<file path="config.mk">
export PLATFORM = sky130hd
export DESIGN_NAME = dma_sample_unpacker
export DESIGN_NICKNAME = d
export VERILOG_FILES = /design/src/rtl/dma_sample_unpacker_pkg.sv /design/src/rtl/dma_word_buf2.sv /design/src/rtl/dma_sample_unpacker.sv
export SDC_FILE = /design/constraint.sdc
export NUM_CORES = 1
export LEC_CHECK = 0
export ABC_AREA = 1
export BUFFER_PORTS_ARGS = -buffer_cell sky130_fd_sc_hd__clkbuf_2
export CORE_MARGIN = 1
export CORE_UTILIZATION = 60
export CTS_CLUSTER_DIAMETER = 200
export CTS_CLUSTER_SIZE = 16
export DETAILED_ROUTE_END_ITERATION = 8
export PLACE_DENSITY = 0.81
export SETUP_SLACK_MARGIN = 0.05
export SLEW_MARGIN = 20
export SYNTH_ARGS = -nofsm -noshare
export SYNTH_HDL_FRONTEND = slang
export SYNTH_HIERARCHICAL = 1
export SYNTH_SLANG_ARGS = --single-unit
</file>
<file path="constraint.sdc">
create_clock -name clk -period 4.5 [get_ports clk]
set_clock_uncertainty 0.05 [all_clocks]
set_input_delay 0.225 -clock clk [delete_from_list [all_inputs] [get_ports clk]]
set_output_delay 0.225 -clock clk [all_outputs]
set_load 0.02 [all_outputs]
</file>
<file path="src/rtl/dma_sample_unpacker_pkg.sv">
// Shared definitions for the DMA sample unpacker: request FSM encoding and DMA word width.
// Latency: n/a (types and constants only).
// Backpressure: n/a.
package dma_sample_unpacker_pkg;

    localparam int DMA_WORD_W = 64;

    typedef enum logic [1:0] {
        REQ_IDLE = 2'd0,
        REQ_WAIT = 2'd1,
        REQ_GAP  = 2'd2
    } req_state_t;

endpackage

</file>
<file path="src/rtl/dma_word_buf2.sv">
// Two-entry DMA word buffer (head/tail) with push, pop and occupancy count.
// Latency: a pushed word becomes visible on head the cycle after push.
// Backpressure: none; the caller never pushes when full (pops issued when empty are ignored).
module dma_word_buf2
    import dma_sample_unpacker_pkg::*;
(
    input  logic                  clk,
    input  logic                  rst,
    input  logic                  push,
    input  logic [DMA_WORD_W-1:0] push_dat,
    input  logic                  pop,
    output logic [DMA_WORD_W-1:0] head_dat,
    output logic                  head_vld,
    output logic [1:0]            count
);

    logic [DMA_WORD_W-1:0] ent_head;
    logic [DMA_WORD_W-1:0] ent_tail;
    logic [1:0]            cnt;
    logic                  do_pop;

    assign do_pop   = pop && (cnt != 2'd0);
    assign head_dat = ent_head;
    assign head_vld = (cnt != 2'd0);
    assign count    = cnt;

    // Occupancy and entry update; a simultaneous push and pop keeps occupancy unchanged.
    always_ff @(posedge clk) begin
        if (rst) begin
            cnt      <= 2'd0;
            ent_head <= '0;
            ent_tail <= '0;
        end else begin
            case (cnt)
                2'd0: begin
                    if (push) begin
                        ent_head <= push_dat;
                        cnt      <= 2'd1;
                    end
                end
                2'd1: begin
                    if (push && do_pop) begin
                        ent_head <= push_dat;
                    end else if (push) begin
                        ent_tail <= push_dat;
                        cnt      <= 2'd2;
                    end else if (do_pop) begin
                        cnt <= 2'd0;
                    end
                end
                default: begin
                    if (do_pop) begin
                        ent_head <= ent_tail;
                        if (push) begin
                            ent_tail <= push_dat;
                        end else begin
                            cnt <= 2'd1;
                        end
                    end
                end
            endcase
        end
    end

endmodule

</file>
<file path="src/rtl/dma_sample_unpacker.sv">
// Pulls 64-bit DMA words on demand and unpacks them into SAMPLE_W samples, one per sample_tick (optional counter: UNPACK_UNDERFLOW_CNT_EN).
// Latency: sample_valid/sample_data/underflow registered exactly 1 cycle after sample_tick.
// Backpressure: none; upstream is paced by pull requests, an empty buffer on a tick substitutes a silence sample.
module dma_sample_unpacker
    import dma_sample_unpacker_pkg::*;
#(
    parameter int SAMPLE_W      = 16,
    parameter int MAX_RETRY_GAP = 1
) (
    input  logic                  clk,
    input  logic                  rst,
    input  logic                  enable,
    output logic                  dmac_request,
    input  logic                  dmac_valid,
    input  logic [DMA_WORD_W-1:0] dmac_data,
    input  logic                  sample_tick,
    output logic                  sample_valid,
    output logic [SAMPLE_W-1:0]   sample_data,
    output logic                  underflow
`ifdef UNPACK_UNDERFLOW_CNT_EN
    ,
    output logic [15:0]           underflow_count
`endif
);

    localparam int LANES  = DMA_WORD_W / SAMPLE_W;
    localparam int LANE_W = (LANES > 1) ? $clog2(LANES) : 1;
    localparam int GAP_W  = $clog2(MAX_RETRY_GAP + 1);
    localparam logic [LANE_W-1:0] LAST_LANE = LANE_W'(LANES - 1);
    localparam logic [GAP_W-1:0]  GAP_LOAD  = GAP_W'(MAX_RETRY_GAP - 1);

    req_state_t                        state;
    logic [GAP_W-1:0]                  gap_cnt;
    logic [LANE_W-1:0]                 lane_idx;
    logic [DMA_WORD_W-1:0]             head_dat;
    logic [LANES-1:0][SAMPLE_W-1:0]    head_lanes;
    logic                              head_vld;
    logic [1:0]                        buf_count;
    logic                              capture;
    logic                              tick_pop;

    // In IDLE nothing is outstanding, so occupancy alone bounds words held + outstanding.
    // The request is a Mealy output so the response lands exactly in the single WAIT cycle.
    assign dmac_request = !rst && (state == REQ_IDLE) && enable && (buf_count < 2'd2);
    assign capture      = (state == REQ_WAIT) && dmac_valid;
    assign tick_pop     = sample_tick && head_vld && (lane_idx == LAST_LANE);
    assign head_lanes   = head_dat;

    dma_word_buf2 u_word_buf (
        .clk      (clk),
        .rst      (rst),
        .push     (capture),
        .push_dat (dmac_data),
        .pop      (tick_pop),
        .head_dat (head_dat),
        .head_vld (head_vld),
        .count    (buf_count)
    );

    // Request FSM: one outstanding pull, a missed response waits out the retry gap.
    always_ff @(posedge clk) begin
        if (rst) begin
            state   <= REQ_IDLE;
            gap_cnt <= '0;
        end else begin
            case (state)
                REQ_IDLE: begin
                    if (dmac_request) begin
                        state <= REQ_WAIT;
                    end
                end
                REQ_WAIT: begin
                    if (dmac_valid) begin
                        state <= REQ_IDLE;
                    end else begin
                        state   <= REQ_GAP;
                        gap_cnt <= GAP_LOAD;
                    end
                end
                REQ_GAP: begin
                    if (gap_cnt == '0) begin
                        state <= REQ_IDLE;
                    end else begin
                        gap_cnt <= gap_cnt - 1'b1;
                    end
                end
                default: state <= REQ_IDLE;
            endcase
        end
    end

    // Sample output: next lane of the head word, or silence with underflow when empty.
    always_ff @(posedge clk) begin
        if (rst) begin
            sample_valid <= 1'b0;
            sample_data  <= '0;
            underflow    <= 1'b0;
            lane_idx     <= '0;
        end else begin
            sample_valid <= sample_tick;
            underflow    <= 1'b0;
            if (sample_tick) begin
                if (head_vld) begin
                    sample_data <= head_lanes[lane_idx];
                    lane_idx    <= (lane_idx == LAST_LANE) ? '0 : lane_idx + 1'b1;
                end else begin
                    sample_data <= '0;
                    underflow   <= 1'b1;
                end
            end
        end
    end

`ifdef UNPACK_UNDERFLOW_CNT_EN
    // Saturating count of substituted silence samples, cleared only by reset.
    always_ff @(posedge clk) begin
        if (rst) begin
            underflow_count <= 16'd0;
        end else if (sample_tick && !head_vld && (underflow_count != 16'hFFFF)) begin
            underflow_count <= underflow_count + 16'd1;
        end
    end
`endif

endmodule

</file>
=== After elaboration in Yosys (flattened, before gate mapping) ===
Index checks and enable logic that the tools add are counted.

* Register bits after elaboration: 153
* Input port bits: 69
* Output and inout bits: 19

* Add/subtract/negate cells: 2
* Magnitude comparators: 2
* Equal/unequal tests: 12
* Multiplexer cells: 27
* Bitwise gates (word level): 2
* Reductions and logical operators: 22

{| class="wikitable"
|+ Operators by type and width
! kind !! count
|-
| 64-bit two-way mux || 6
|-
| 64-bit one-hot mux with 2 select lines || 2
|-
| 16-bit binary-select mux with 2-bit select || 1
|-
| 16-bit two-way mux || 2
|-
| 2-bit two-way mux || 10
|-
| 1-bit logical AND || 8
|-
| 2-bit inequality test (second input constant) || 4
|-
| 2-bit one-hot mux with 3 select lines || 1
|-
| 2-bit AND reduction || 3
|-
| 3-bit AND reduction || 2
|-
| 2-bit nonzero test || 3
|-
| 5-bit AND reduction || 1
|-
| 2-bit by 1-bit equality test with 1-bit output (second input constant) || 2
|-
| 2-bit equality test (second input constant) || 2
|-
| 2-bit logical NOT || 2
|-
| 2-bit by 1-bit inequality test with 1-bit output (second input constant) || 2
|-
| 2-bit one-hot mux with 2 select lines || 1
|-
| 2-bit by 3-bit less-than comparator with 1-bit output (second input constant) || 1
|-
| 1-bit two-way mux || 3
|-
| 3-bit by 1-bit inequality test with 1-bit output (second input constant) || 1
|-
| 3-bit inequality test (second input constant) || 1
|-
| 3-bit nonzero test || 1
|-
| 2-bit by 1-bit adder with 2-bit output (second input constant) || 1
|-
| 2-bit less-than comparator (second input constant) || 1
|-
| 5 further kinds || 6
|}

=== Depth between registers and ports, before layout ===
Gate-level depths: netlist of run 1.

* Depth in word-level cells: 8
* Gate-level depth with buffers: 13
* Gate-level depth less buffers: 10

=== By module ===
Netlist of run 1, hierarchy kept.

{| class="wikitable"
|+ Modules (own cells, without submodules)
! module !! times used !! cells each !! area an instance (um^2) !! seq. area each (um^2)
|-
| dma_word_buf2 || 1 || 991 || 6303.5 || 2602.5
|-
| dma_sample_unpacker || 1 || 283 || 1681.6 || 440.4
|}

=== Worst setup path after synthesis of run 1 ===
No wires, ideal clock.

* Kind: register to register
* From: register u_word_buf.cnt[1] (netlist: u_word_buf/count[1])
* To: register u_word_buf.ent_tail[17]
* Setup time: 0.115 ns
* Arrival time: 1.648 ns
* Data required time: 4.335 ns
* Setup slack: 2.688 ns
* Stages on the path, launching flop included: 13
* Buffers on the path: 3
* Path through: dfxtp_1 buf_4 inv_4 nand2_2 nand2_1 nor2_1 inv_1 nand2_1 buf_4 buf_4 nand3_1 nand2_1 nor2_1

* Cells in the longest elaborated chain, start to end: 7
* Elaborated cells between the ends (all ways): 12

{| class="wikitable"
|+ RTL lines
! element !! RTL line !! text
|-
| from (decl) || dma_word_buf2.sv:19 || <nowiki>logic [1:0] cnt;</nowiki>
|-
| from (signal assigned) || dma_word_buf2.sv:30 || <nowiki>cnt <= 2'd0;</nowiki>
|-
| from (signal assigned) || dma_word_buf2.sv:38 || <nowiki>cnt <= 2'd1;</nowiki>
|-
| from (signal assigned) || dma_word_buf2.sv:46 || <nowiki>cnt <= 2'd2;</nowiki>
|-
| 2-bit nonzero test * || dma_word_buf2.sv:24 || <nowiki>assign head_vld = (cnt != 2'd0);</nowiki>
|-
| net head_vld || dma_sample_unpacker.sv:37 || <nowiki>logic head_vld;</nowiki>
|-
| 1-bit logical AND * (2 in a row) || dma_sample_unpacker.sv:46 || <nowiki>assign tick_pop = sample_tick && head_vld && (lane_idx == LAST_LANE);</nowiki>
|-
| net tick_pop || dma_sample_unpacker.sv:40 || <nowiki>logic tick_pop;</nowiki>
|-
| 1-bit logical AND * || dma_word_buf2.sv:22 || <nowiki>assign do_pop = pop && (cnt != 2'd0);</nowiki>
|-
| 1-bit logical AND || dma_word_buf2.sv:42 || <nowiki>if (push && do_pop) begin</nowiki>
|-
| 2-bit inequality test (no line) || - ||
|-
| 3-bit AND reduction (no line) * || - ||
|-
| to (signal assigned) || dma_word_buf2.sv:45 || <nowiki>ent_tail <= push_dat;</nowiki>
|-
| to (signal assigned) || dma_word_buf2.sv:55 || <nowiki>ent_tail <= push_dat;</nowiki>
|-
| to (decl) || dma_word_buf2.sv:18 || <nowiki>logic [DMA_WORD_W-1:0] ent_tail;</nowiki>
|}

Mark *: on every way through the listed nets, which the timed path passes. The rest lies on a longest branch.
A chain may end at the register's enable or synchronous reset.

=== Worst setup path in the final report of run 1 ===
* From: register lane_idx[1]
* To: register u_word_buf.ent_tail[47]

* Cells in the longest elaborated chain, start to end: 6
* Elaborated cells between the ends (all ways): 7

{| class="wikitable"
|+ RTL lines
! element !! RTL line !! text
|-
| from (decl) || dma_sample_unpacker.sv:34 || <nowiki>logic [LANE_W-1:0] lane_idx;</nowiki>
|-
| from (signal assigned) || dma_sample_unpacker.sv:105 || <nowiki>lane_idx <= (lane_idx == LAST_LANE) ? '0 : lane_idx + 1'b1;</nowiki>
|-
| 2-bit equality test * || dma_sample_unpacker.sv:46 ||
|-
| 1-bit logical AND * || dma_sample_unpacker.sv:46 ||
|-
| net tick_pop || dma_sample_unpacker.sv:40 ||
|-
| 1-bit logical AND * || dma_word_buf2.sv:22 ||
|-
| 1-bit logical AND || dma_word_buf2.sv:42 ||
|-
| 2-bit inequality test (no line) || - ||
|-
| 3-bit AND reduction (no line) * || - ||
|}

Marked as above.

==> flow_metrics.env, run 1 <==
export IMPL_status="finished clean"
export IMPL_grtUsageTotal=0.259
export IMPL_num_fill_cells=1154
export IMPL_timing_rr_start="lane_idx[1]"
export IMPL_grt_max_degree=132
export IMPL_setup_tns_ns=0
export IMPL_die_h_um=117
export IMPL_clk_path_buf_depth=2
export IMPL_max_slew_margin=0.383
export IMPL_drt_pre_antenna_iters=5
export IMPL_rsz0062_at_grt="no"
export IMPL_vias=7349
export IMPL_start_util=0.625
export IMPL_dr_wl_met2_mm=7.68
export IMPL_syn_nets=1344
export IMPL_port_buffers=87
export IMPL_p_clk_frac=0.423
export IMPL_ant_nets=0
export IMPL_top_layer_used="met4"
export IMPL_wl_per_cell_um=11.7
export IMPL_ir_drop_uv=272
export IMPL_maxSlewViolCount=0
export IMPL_min_path_type="input pin to flop"
export IMPL_synth_cell_types=23
export IMPL_yosys_register_bits=152
export IMPL_crit_start="lane_idx[1]"
export IMPL_drt_total_wl_mm=17.4
export IMPL_crit_fanout=96
export IMPL_switching_share=0.251
export IMPL_drive_above_1_share=0.124
export IMPL_crit_type="flop to flop"
export IMPL_globalplace_congestion=0.894
export IMPL_power_leakage_nw=4.24
export IMPL_final_core_util=0.680
export IMPL_grt_pass1_vias=6203
export IMPL_viasPerCell=4.94
export IMPL_power_frac_seq=0.471
export IMPL_period_minus_slack_ns=3.02
export IMPL_clock_sinks=152
export IMPL_max_freq_ghz=0.331
export IMPL_rows=41
export IMPL_yosysSeqAreaShare=0.381
export IMPL_wl_met1_mm=8.46
export IMPL_drt_iter0_drc=673
export IMPL_htreeDepth=4
export IMPL_power_density_nw_per_um2=345
export IMPL_coreArea_um2=12800
export IMPL_antenna_found_initial=0
export IMPL_cp_required_ns=4.76
export IMPL_cts_buffers=17
export IMPL_synth_area_um2=7990
export IMPL_worst_slew_pin_slew_ns=0.925
export IMPL_cts_resized=0
export IMPL_hpwlAfterDp_mm=10.9
export IMPL_final_common_cell="nand2_1"
export IMPL_clock_latency_ns=0.42
export IMPL_setup_viol=0
export IMPL_post_cts_buffers=0
export IMPL_cts_hold_buf=2
export IMPL_multi_input_area_um2=3610
export IMPL_netSwitchingPower_w=0.000751
export IMPL_startpoint_type="flop"
export IMPL_wl_met3_um=962
export IMPL_final_nets=1376
export IMPL_die_area_um2=13800
export IMPL_die_w_um=117
export IMPL_grt_first_pass_wirelength_mm=29.2
export IMPL_ios=88
export IMPL_syn_avg_cell_area_um2=6.27
export IMPL_drv_cap=0
export IMPL_power_frac_comb=0.106
export IMPL_antenna_cells_inserted=0
export IMPL_seqCellArea_um2=3050
export IMPL_cts_root_buf="clkbuf_16"
export IMPL_area_growth_pct=8.77
export IMPL_grt_ovfl_total=0
export IMPL_final_cell_mix="367 x nand2_1, 199 x inv_1, 197 x nor2_1"
export IMPL_cts_tree="built"
export IMPL_ys_warn_count=6
export IMPL_worst_endpoint_arrival_ns=3.28
export IMPL_crit_path_end_kind="flop"
export IMPL_clk_pin_slew_ns=0.06
export IMPL_internal_power_w=0.00225
export IMPL_hold_viol=0
export IMPL_syn_instance_count=1274
export IMPL_drc_errors=0
export IMPL_hp_start="dmac_data[56]"
export IMPL_fin_crit_sh=0.671
[through the flow]
| step | std cells | cell area, µm² | hold slack, ns | setup slack (ns) | total power (W) |
|---|---|---|---|---|---|
| global route | 1488 | 8690 | 0.0859 | 1.25 | 0.00313 |
| finish | 1488 | 8690 | 0.0783 | 1.48 | 0.00300 |
| detailed placement | 1457 | 8150 | 0.365 | 1.57 | 0.00175 |
| global placement | 1457 | 8150 | 0.358 | 1.63 | 0.00175 |
| CTS | 1488 | 8680 | 0.0606 | 1.52 | 0.00302 |
| floorplan | 1274 | 7990 | 0.253 | 2.69 | 0.00169 |
[cells by family (layout without fill, tap and decap cells)]
| logic type | Yosys count | in the layout | synth area share |
|---|---|---|---|
| simple gates | 681 | 681 | 0.346 |
| fa+ha+maj | 1 | 1 | 0.00157 |
| compound gates | 151 | 151 | 0.102 |
| buf+inv | 289 | 331 | 0.169 |
| flops | 152 | 152 | 0.381 |
[cell usage after synthesis]
cell type	n	area share
a21oi_1	71	0.045
clkbuf_4	1	0.00094
buf_4	19	0.018
buf_1	1	0.00047
inv_1	200	0.094
nand2_2	14	0.011
nand3_2	9	0.011
clkinv_1	1	0.00047
inv_4	3	0.0024
nand2_1	368	0.17
buf_2	16	0.010
nor4_1	2	0.0016
clkbuf_1	25	0.012
dfxtp_1	152	0.38
ha_1	1	0.0016
nand3_1	89	0.056
o21ai_0	65	0.041
nor2_1	197	0.093
nor3_1	2	0.0013
buf_6	22	0.031
a211oi_1	1	0.00094
inv_2	1	0.00047
a21oi_2	14	0.015
[critical path, stage by stage (launching register included)]
cell and delay (ns):
dfxtp_1 0.51, ha_1 0.30, inv_1 0.07, nor2_1 0.09, a21oi_4 0.67, buf_4 0.79
nand3_1 0.17, nand2_1 0.11, nor2_1 0.04
[worst paths after layout]
kind | endpoint | slack (ns) | depth (start not counted)
worst min-delay path | u_word_buf/ent_tail[56] | 0.08 | 5
worst min register to register | state[0] | 0.40 | 1
worst max-delay path | u_word_buf/ent_tail[47] | 1.48 | 8
worst max register to register | u_word_buf/ent_tail[47] | 1.48 | 8
[routing by layer]
layer | global-route usage | vias to the layer above
li1 | - | 3881
met1 | 0.362 | 3240
met2 | 0.388 | 205
met3 | 0.0593 | 23
met4 | 0.0901 | 0
met5 | 0 | -
[layout make-up]
cell class / instances / share of cell area
Multi-Input combinational cell: 833 / 0.416
Tap cell: 172 / 0.0248
Sequential cell: 152 / 0.351
Inverter: 205 / 0.0896
Clock inverter: 3 / 0.00202
Clock buffer: 26 / 0.0575
Timing Repair Buffer: 97 / 0.0598
[flip-flops by register name (all words and copies together), names as in the netlist]
register,cells
u_word_buf/ent_tail,64
u_word_buf/head_dat,64
sample_data,16
lane_idx,2
state,2
u_word_buf/count,2
sample_valid,1
underflow,1
[power groups by stage]
stage / sequential (W) / combinational, W / clock [W]
CTS: 0.00141 / 0.000315 / 0.00129
global route: 0.00142 / 0.000363 / 0.00135
finish: 0.00141 / 0.000317 / 0.00127
global placement: 0.00144 / 0.000306 / 0
floorplan: 0.00144 / 0.000253 / 0
detailed placement: 0.00144 / 0.000309 / 0
Note: power is estimated with default switching activity, not from simulation.
==> run 2, diff against run 1 <==
CORE_UTILIZATION = 59   (was 60)
PLACE_DENSITY = 0.8   (was 0.81)
clock period = 2.9 ns   (was 4.5 ns; I/O delays follow)
==> run 2 against run 1 <==
Register-to-register slack got worse by 0.85 ns. Utilization rose by 2.4 points. Via count rose by 2.5%. Highest routed layer unchanged. Flip-flop and latch count did not move. Routed wire length rose by 4.2%. Largest power group is now the clock network. Setup slack got worse by 0.87 ns.
==> flow_metrics.env, run 2 (synthesis gave the netlist of run 1 again) <==
export IMPL_drt_pre_antenna_iters=5
export IMPL_clock_sinks=152
export IMPL_cp_required_ns=2.71
export IMPL_port_buffers=87
export IMPL_antenna_cells_inserted=0
export IMPL_drv_cap=0
export IMPL_dpl_cell_area_um2=8250
export IMPL_crit_type="flop to output port"
export IMPL_antenna_found_initial=0
export IMPL_r2r_setup_slack_ns=0.63
export IMPL_htreeDepth=4
export IMPL_final_common_cell="nand2_1"
export IMPL_grtUsageTotal=0.267
export IMPL_vias=7534
export IMPL_period_minus_slack_ns=2.29
export IMPL_ir_drop_uv=444
export IMPL_use_met3=0.0425
export IMPL_clock_latency_ns=0.42
export IMPL_cts_resized=0
export IMPL_power_leakage_nw=4.52
export IMPL_r2r_end="u_word_buf/ent_tail[55]"
export IMPL_status="finished clean"
export IMPL_crit_path_end_kind="output port"
export IMPL_rows=42
export IMPL_cts_tree="built"
export IMPL_final_cell_mix="367 x nand2_1, 199 x inv_1, 197 x nor2_1"
export IMPL_die_area_um2=14000
export IMPL_met2_usage=0.407
export IMPL_ios=88
export IMPL_setup_viol=0
export IMPL_power_density_nw_per_um2=535
export IMPL_start_util=0.603
export IMPL_max_slew_margin=0.493
export IMPL_postLayoutCellArea_um2=9320
export IMPL_wl_per_cell_um=11.7
export IMPL_die_h_um=118
export IMPL_hold_depth=5
export IMPL_worst_slew_pin_slew_ns=0.760
export IMPL_grt_most_used_layer="met2"
export IMPL_timing_rr_start="u_word_buf/count[0]"
export IMPL_setup_tns_ns=0
export IMPL_worst_endpoint_arrival_ns=2.09
export IMPL_area_growth_pct=16.7
export IMPL_globalplace_congestion=0.863
export IMPL_final_nets=1428
export IMPL_grt_pass1_vias=6597
export IMPL_ant_nets=0
export IMPL_numPlacedInstances=1468
export IMPL_maxSlewViolCount=0
export IMPL_drc_errors=0
export IMPL_grt_first_pass_wirelength_mm=30.4
export IMPL_fin_crit_sh=0.789
export IMPL_clk_pin_slew_ns=0.06
export IMPL_coreArea_um2=13200
export IMPL_rr_worst_depth=10
export IMPL_hold_viol=0
export IMPL_cts_root_buf="clkbuf_16"
export IMPL_num_fill_cells=1139
export IMPL_max_freq_ghz=0.437
export IMPL_hp_start="dmac_data[44]"
export IMPL_grt_max_degree=101
export IMPL_cts_buffers=17
export IMPL_drive_above_1_share=0.127
export IMPL_min_path_type="input pin to flop"
export IMPL_crit_fanout=69
export IMPL_final_cells=1546
export IMPL_holdPathEnd="u_word_buf/ent_tail[44]"
export IMPL_rsz0062_at_grt="no"
export IMPL_drt_total_wl_mm=18.1
export IMPL_die_w_um=118
export IMPL_drt_iter0_drc=682
export IMPL_use_met1=0.375
export IMPL_startpoint_type="flop"
export IMPL_hpwlAfterDp_mm=11.4
export IMPL_clk_path_buf_depth=2
export IMPL_grt_ovfl_total=0
export IMPL_viasPerCell=4.87
==> run 2: timing repair <==
action | 4_1_cts | 5_1_grt
hold endpoints to repair | 47 | 0
hold buffers | 47 | 0
setup buffers | 0 | 0
==> run 2: through the flow <==
stage	hold WS, ns	setup WS (ns)	utilization	power (W)
3_3_place_gp	0.277	0.737	0.623	0.00272
3_5_place_dp	0.278	0.693	0.623	0.00273
5_1_grt	0.0266	0.417	0.704	0.00520
2_1_floorplan	0.173	1.09	-	0.00262
4_1_cts	0.000205	0.553	0.704	0.00502
6_report	0.0176	0.612	0.704	0.00499
==> run 2: worst max-delay path: stages, from the launching register on <==
cell and delay [ns]:
dfxtp_4 0.35, buf_4 0.44, buf_4 0.58, nor4_1 0.10, clkbuf_2 0.18
==> run 2: worst max-delay path by stage <==
stage | from | endpoint | slack (ns) | cells past startpoint
after floorplan | u_word_buf/count[1] | u_word_buf/ent_tail[17] | 1.09 | 12
after global placement | u_word_buf/count[0] | u_word_buf/ent_tail[24] | 0.74 | 10
after detailed placement | u_word_buf/count[0] | u_word_buf/ent_tail[25] | 0.69 | 10
after CTS | u_word_buf/count[1] | dmac_request | 0.55 | 4
after global routing | u_word_buf/count[1] | dmac_request | 0.42 | 4
final | u_word_buf/count[1] | dmac_request | 0.61 | 4
==> run 2: routing by layer <==
| metal | vias to the layer above | share of wire |
|---|---|---|
| met2 | 233 | 0.45 |
| met5 | - | 0 |
| li1 | 3987 | - |
| met1 | 3283 | 0.47 |
| met3 | 31 | 0.055 |
| met4 | 0 | 0.024 |
==> run 2: cell type report <==
| type | instances | area, µm² | share of cell area |
|---|---|---|---|
| Inverter | 205 | 778 | 0.0835 |
| Sequential cell | 152 | 3050 | 0.327 |
| Timing Repair Buffer | 149 | 1070 | 0.115 |
| Clock inverter | 8 | 120 | 0.0129 |
| Tap cell | 176 | 220 | 0.0236 |
| Clock buffer | 23 | 478 | 0.0513 |
| Multi-Input combinational cell | 833 | 3610 | 0.387 |
==> run 2: report_power, final <==
part	switching [W]	total, W	internal, W
registers	0.0000349	0.00219	0.00215
clock network	0.000829	0.00224	0.00141
logic	0.000344	0.000558	0.000214
==> run 3, diff against run 2 <==
clock period = 2.2 ns   (was 2.9 ns; I/O delays follow)
==> run 3 against run 2 <==
Routed wire length is 2.4% higher. Setup slack worse by 0.34 ns. Cell count is 1.4% higher. Critical path type is now flop to flop. Largest cell class unchanged. Sequential power is 32% higher. Critical path depth is 7 higher. Register-to-register slack worse by 0.36 ns. Global-route usage is 1.1 points higher. Via count is 1.1% higher.
==> flow_metrics.env, run 3 (synthesis gave the netlist of run 1 again) <==
export IMPL_status="finished clean"
export IMPL_area_growth_pct=19.9
export IMPL_power_leakage_nw=4.61
export IMPL_antenna_cells_inserted=0
export IMPL_ant_nets=0
export IMPL_die_w_um=118
export IMPL_dpl_cell_area_um2=8290
export IMPL_num_fill_cells=1103
export IMPL_final_common_cell="nand2_1"
export IMPL_maxSlewViolCount=0
export IMPL_die_h_um=118
export IMPL_clk_pin_slew_ns=0.06
export IMPL_vias=7614
export IMPL_globalplace_congestion=0.818
export IMPL_drc_errors=0
export IMPL_drt_pre_antenna_iters=5
export IMPL_drive_above_1_share=0.126
export IMPL_grt_max_degree=132
export IMPL_rows=42
export IMPL_port_buffers=87
export IMPL_clock_sinks=152
export IMPL_r2r_setup_slack_ns=0.27
export IMPL_crit_path_end_kind="flop"
export IMPL_hold_slack_ns=0.0358
export IMPL_cts_root_buf="clkbuf_16"
export IMPL_setup_tns_ns=0
export IMPL_holdPathEnd="lane_idx[1]"
export IMPL_cp_slowest_cell="dfxtp_1"
export IMPL_rsz0062_at_grt="no"
export IMPL_antenna_found_initial=0
export IMPL_wl_per_cell_um=11.8
export IMPL_final_cell_mix="367 x nand2_1, 199 x inv_1, 197 x nor2_1"
export IMPL_ir_drop_uv=483
export IMPL_crit_path_frequent_cell="nand2_1"
export IMPL_die_area_um2=14000
export IMPL_viasPerCell=4.86
export IMPL_drt_iter0_drc=686
export IMPL_grt_pass1_vias=6914
export IMPL_grtUsageTotal=0.278
export IMPL_max_slew_margin=0.616
export IMPL_setup_viol=0
export IMPL_rr_worst_depth=11
export IMPL_start_util=0.603
export IMPL_ios=88
export IMPL_grt_first_pass_wirelength_mm=31.6
export IMPL_cp_slowest_stage_delay_ns=0.36
export IMPL_grt_ovfl_total=0
export IMPL_r2r_end="u_word_buf/head_dat[12]"
export IMPL_fin_crit_sh=0.877
export IMPL_final_nets=1449
export IMPL_cp_required_ns=2.50
export IMPL_drt_total_wl_mm=18.5
export IMPL_hold_depth=3
export IMPL_drv_cap=0
export IMPL_power_density_nw_per_um2=687
export IMPL_hp_start="sample_tick"
export IMPL_timing_rr_start="u_word_buf/count[0]"
export IMPL_max_freq_ghz=0.518
export IMPL_min_path_type="input pin to flop"
export IMPL_cts_buffers=17
export IMPL_crit_fanout=35
export IMPL_hold_viol=0
export IMPL_worst_endpoint_arrival_ns=2.23
export IMPL_coreArea_um2=13200
export IMPL_worst_slew_pin_slew_ns=0.576
export IMPL_clock_latency_ns=0.43
export IMPL_clk_path_buf_depth=2
export IMPL_timing_critical_path_cells="inv_1 > nand2_2 > nand2_1 > nor2_1 > inv_1 > nand2_2 > nand2_8 > buf_4 > nand2_1 > nand2_1 > nor2_1"
export IMPL_htreeDepth=4
export IMPL_postLayoutCellArea_um2=9580
export IMPL_crit_type="flop to flop"
export IMPL_period_minus_slack_ns=1.93
export IMPL_hpwlAfterDp_mm=11.2
export IMPL_startpoint_type="flop"
export IMPL_cts_tree="built"
-- run 3: cell count changes in the layout (fill, tap and decap cells not counted), sizes merged --
cell,change
bufinv,-1
clkbuf,+2
dlygate4sd3,+21
-- run 3: timing repair --
item	CTS	global route
setup buffers	0	0
hold endpoints to repair	67	0
hold buffers	68	0
gates resized for setup	0	1
endpoints found under the setup margin	0	15
-- run 3: metal layers --
metal	wire, µm	part of all wire	global-route usage	vias up
li1	-	-	-	4037
met2	8270	0.45	0.435	203
met3	910	0.049	0.0507	30
met1	8940	0.48	0.380	3344
met5	0	0	0	-
met4	393	0.021	0.105	0
-- run 3: layout make-up --
| class | count | area [µm²] | area share |
|---|---|---|---|
| multi-input cells | 833 | 3620 | 0.378 |
| flip-flops and latches | 152 | 3050 | 0.318 |
| repair buffers | 170 | 1320 | 0.137 |
| inverters | 205 | 778 | 0.0813 |
| clock buffers | 25 | 505 | 0.0528 |
| well taps | 176 | 220 | 0.0230 |
| clock inverters | 7 | 90.1 | 0.00941 |
-- run 3: worst max-delay path: cells and delay by family (launching register included) --
kind	cells	cell delay [ns]
and+or+nand+nor	8	0.97
DFF	1	0.36
buffers and inverters	3	0.46
-- run 3: where the power goes --
part	internal [W]	total (W)	switching, W
Sequential	0.00284	0.00289	0.0000472
Clock	0.00181	0.00292	0.00111
Combinational	0.000311	0.000770	0.000459
-- run 3: metrics by stage --
stage | power, W | worst slack (ns) | cells | utilization
floorplan | 0.00345 | 0.388 | 1274 | -
global placement | 0.00359 | 0.300 | 1468 | 0.626
detailed placement | 0.00360 | 0.217 | 1468 | 0.626
CTS | 0.00660 | 0.200 | 1568 | 0.722
global route | 0.00684 | 0.0859 | 1568 | 0.723
finish | 0.00658 | 0.271 | 1568 | 0.723
-- run 3: worst max-delay path by stage --
stage,startpoint,endpoint,slack (ns)
after floorplan,u_word_buf/count[1],u_word_buf/ent_tail[17],0.39
after global placement,u_word_buf/count[1],u_word_buf/head_dat[16],0.30
after detailed placement,u_word_buf/count[1],u_word_buf/head_dat[8],0.22
after CTS,u_word_buf/count[1],u_word_buf/head_dat[12],0.20
after global routing,u_word_buf/count[0],u_word_buf/head_dat[12],0.09
final,u_word_buf/count[0],u_word_buf/head_dat[12],0.27
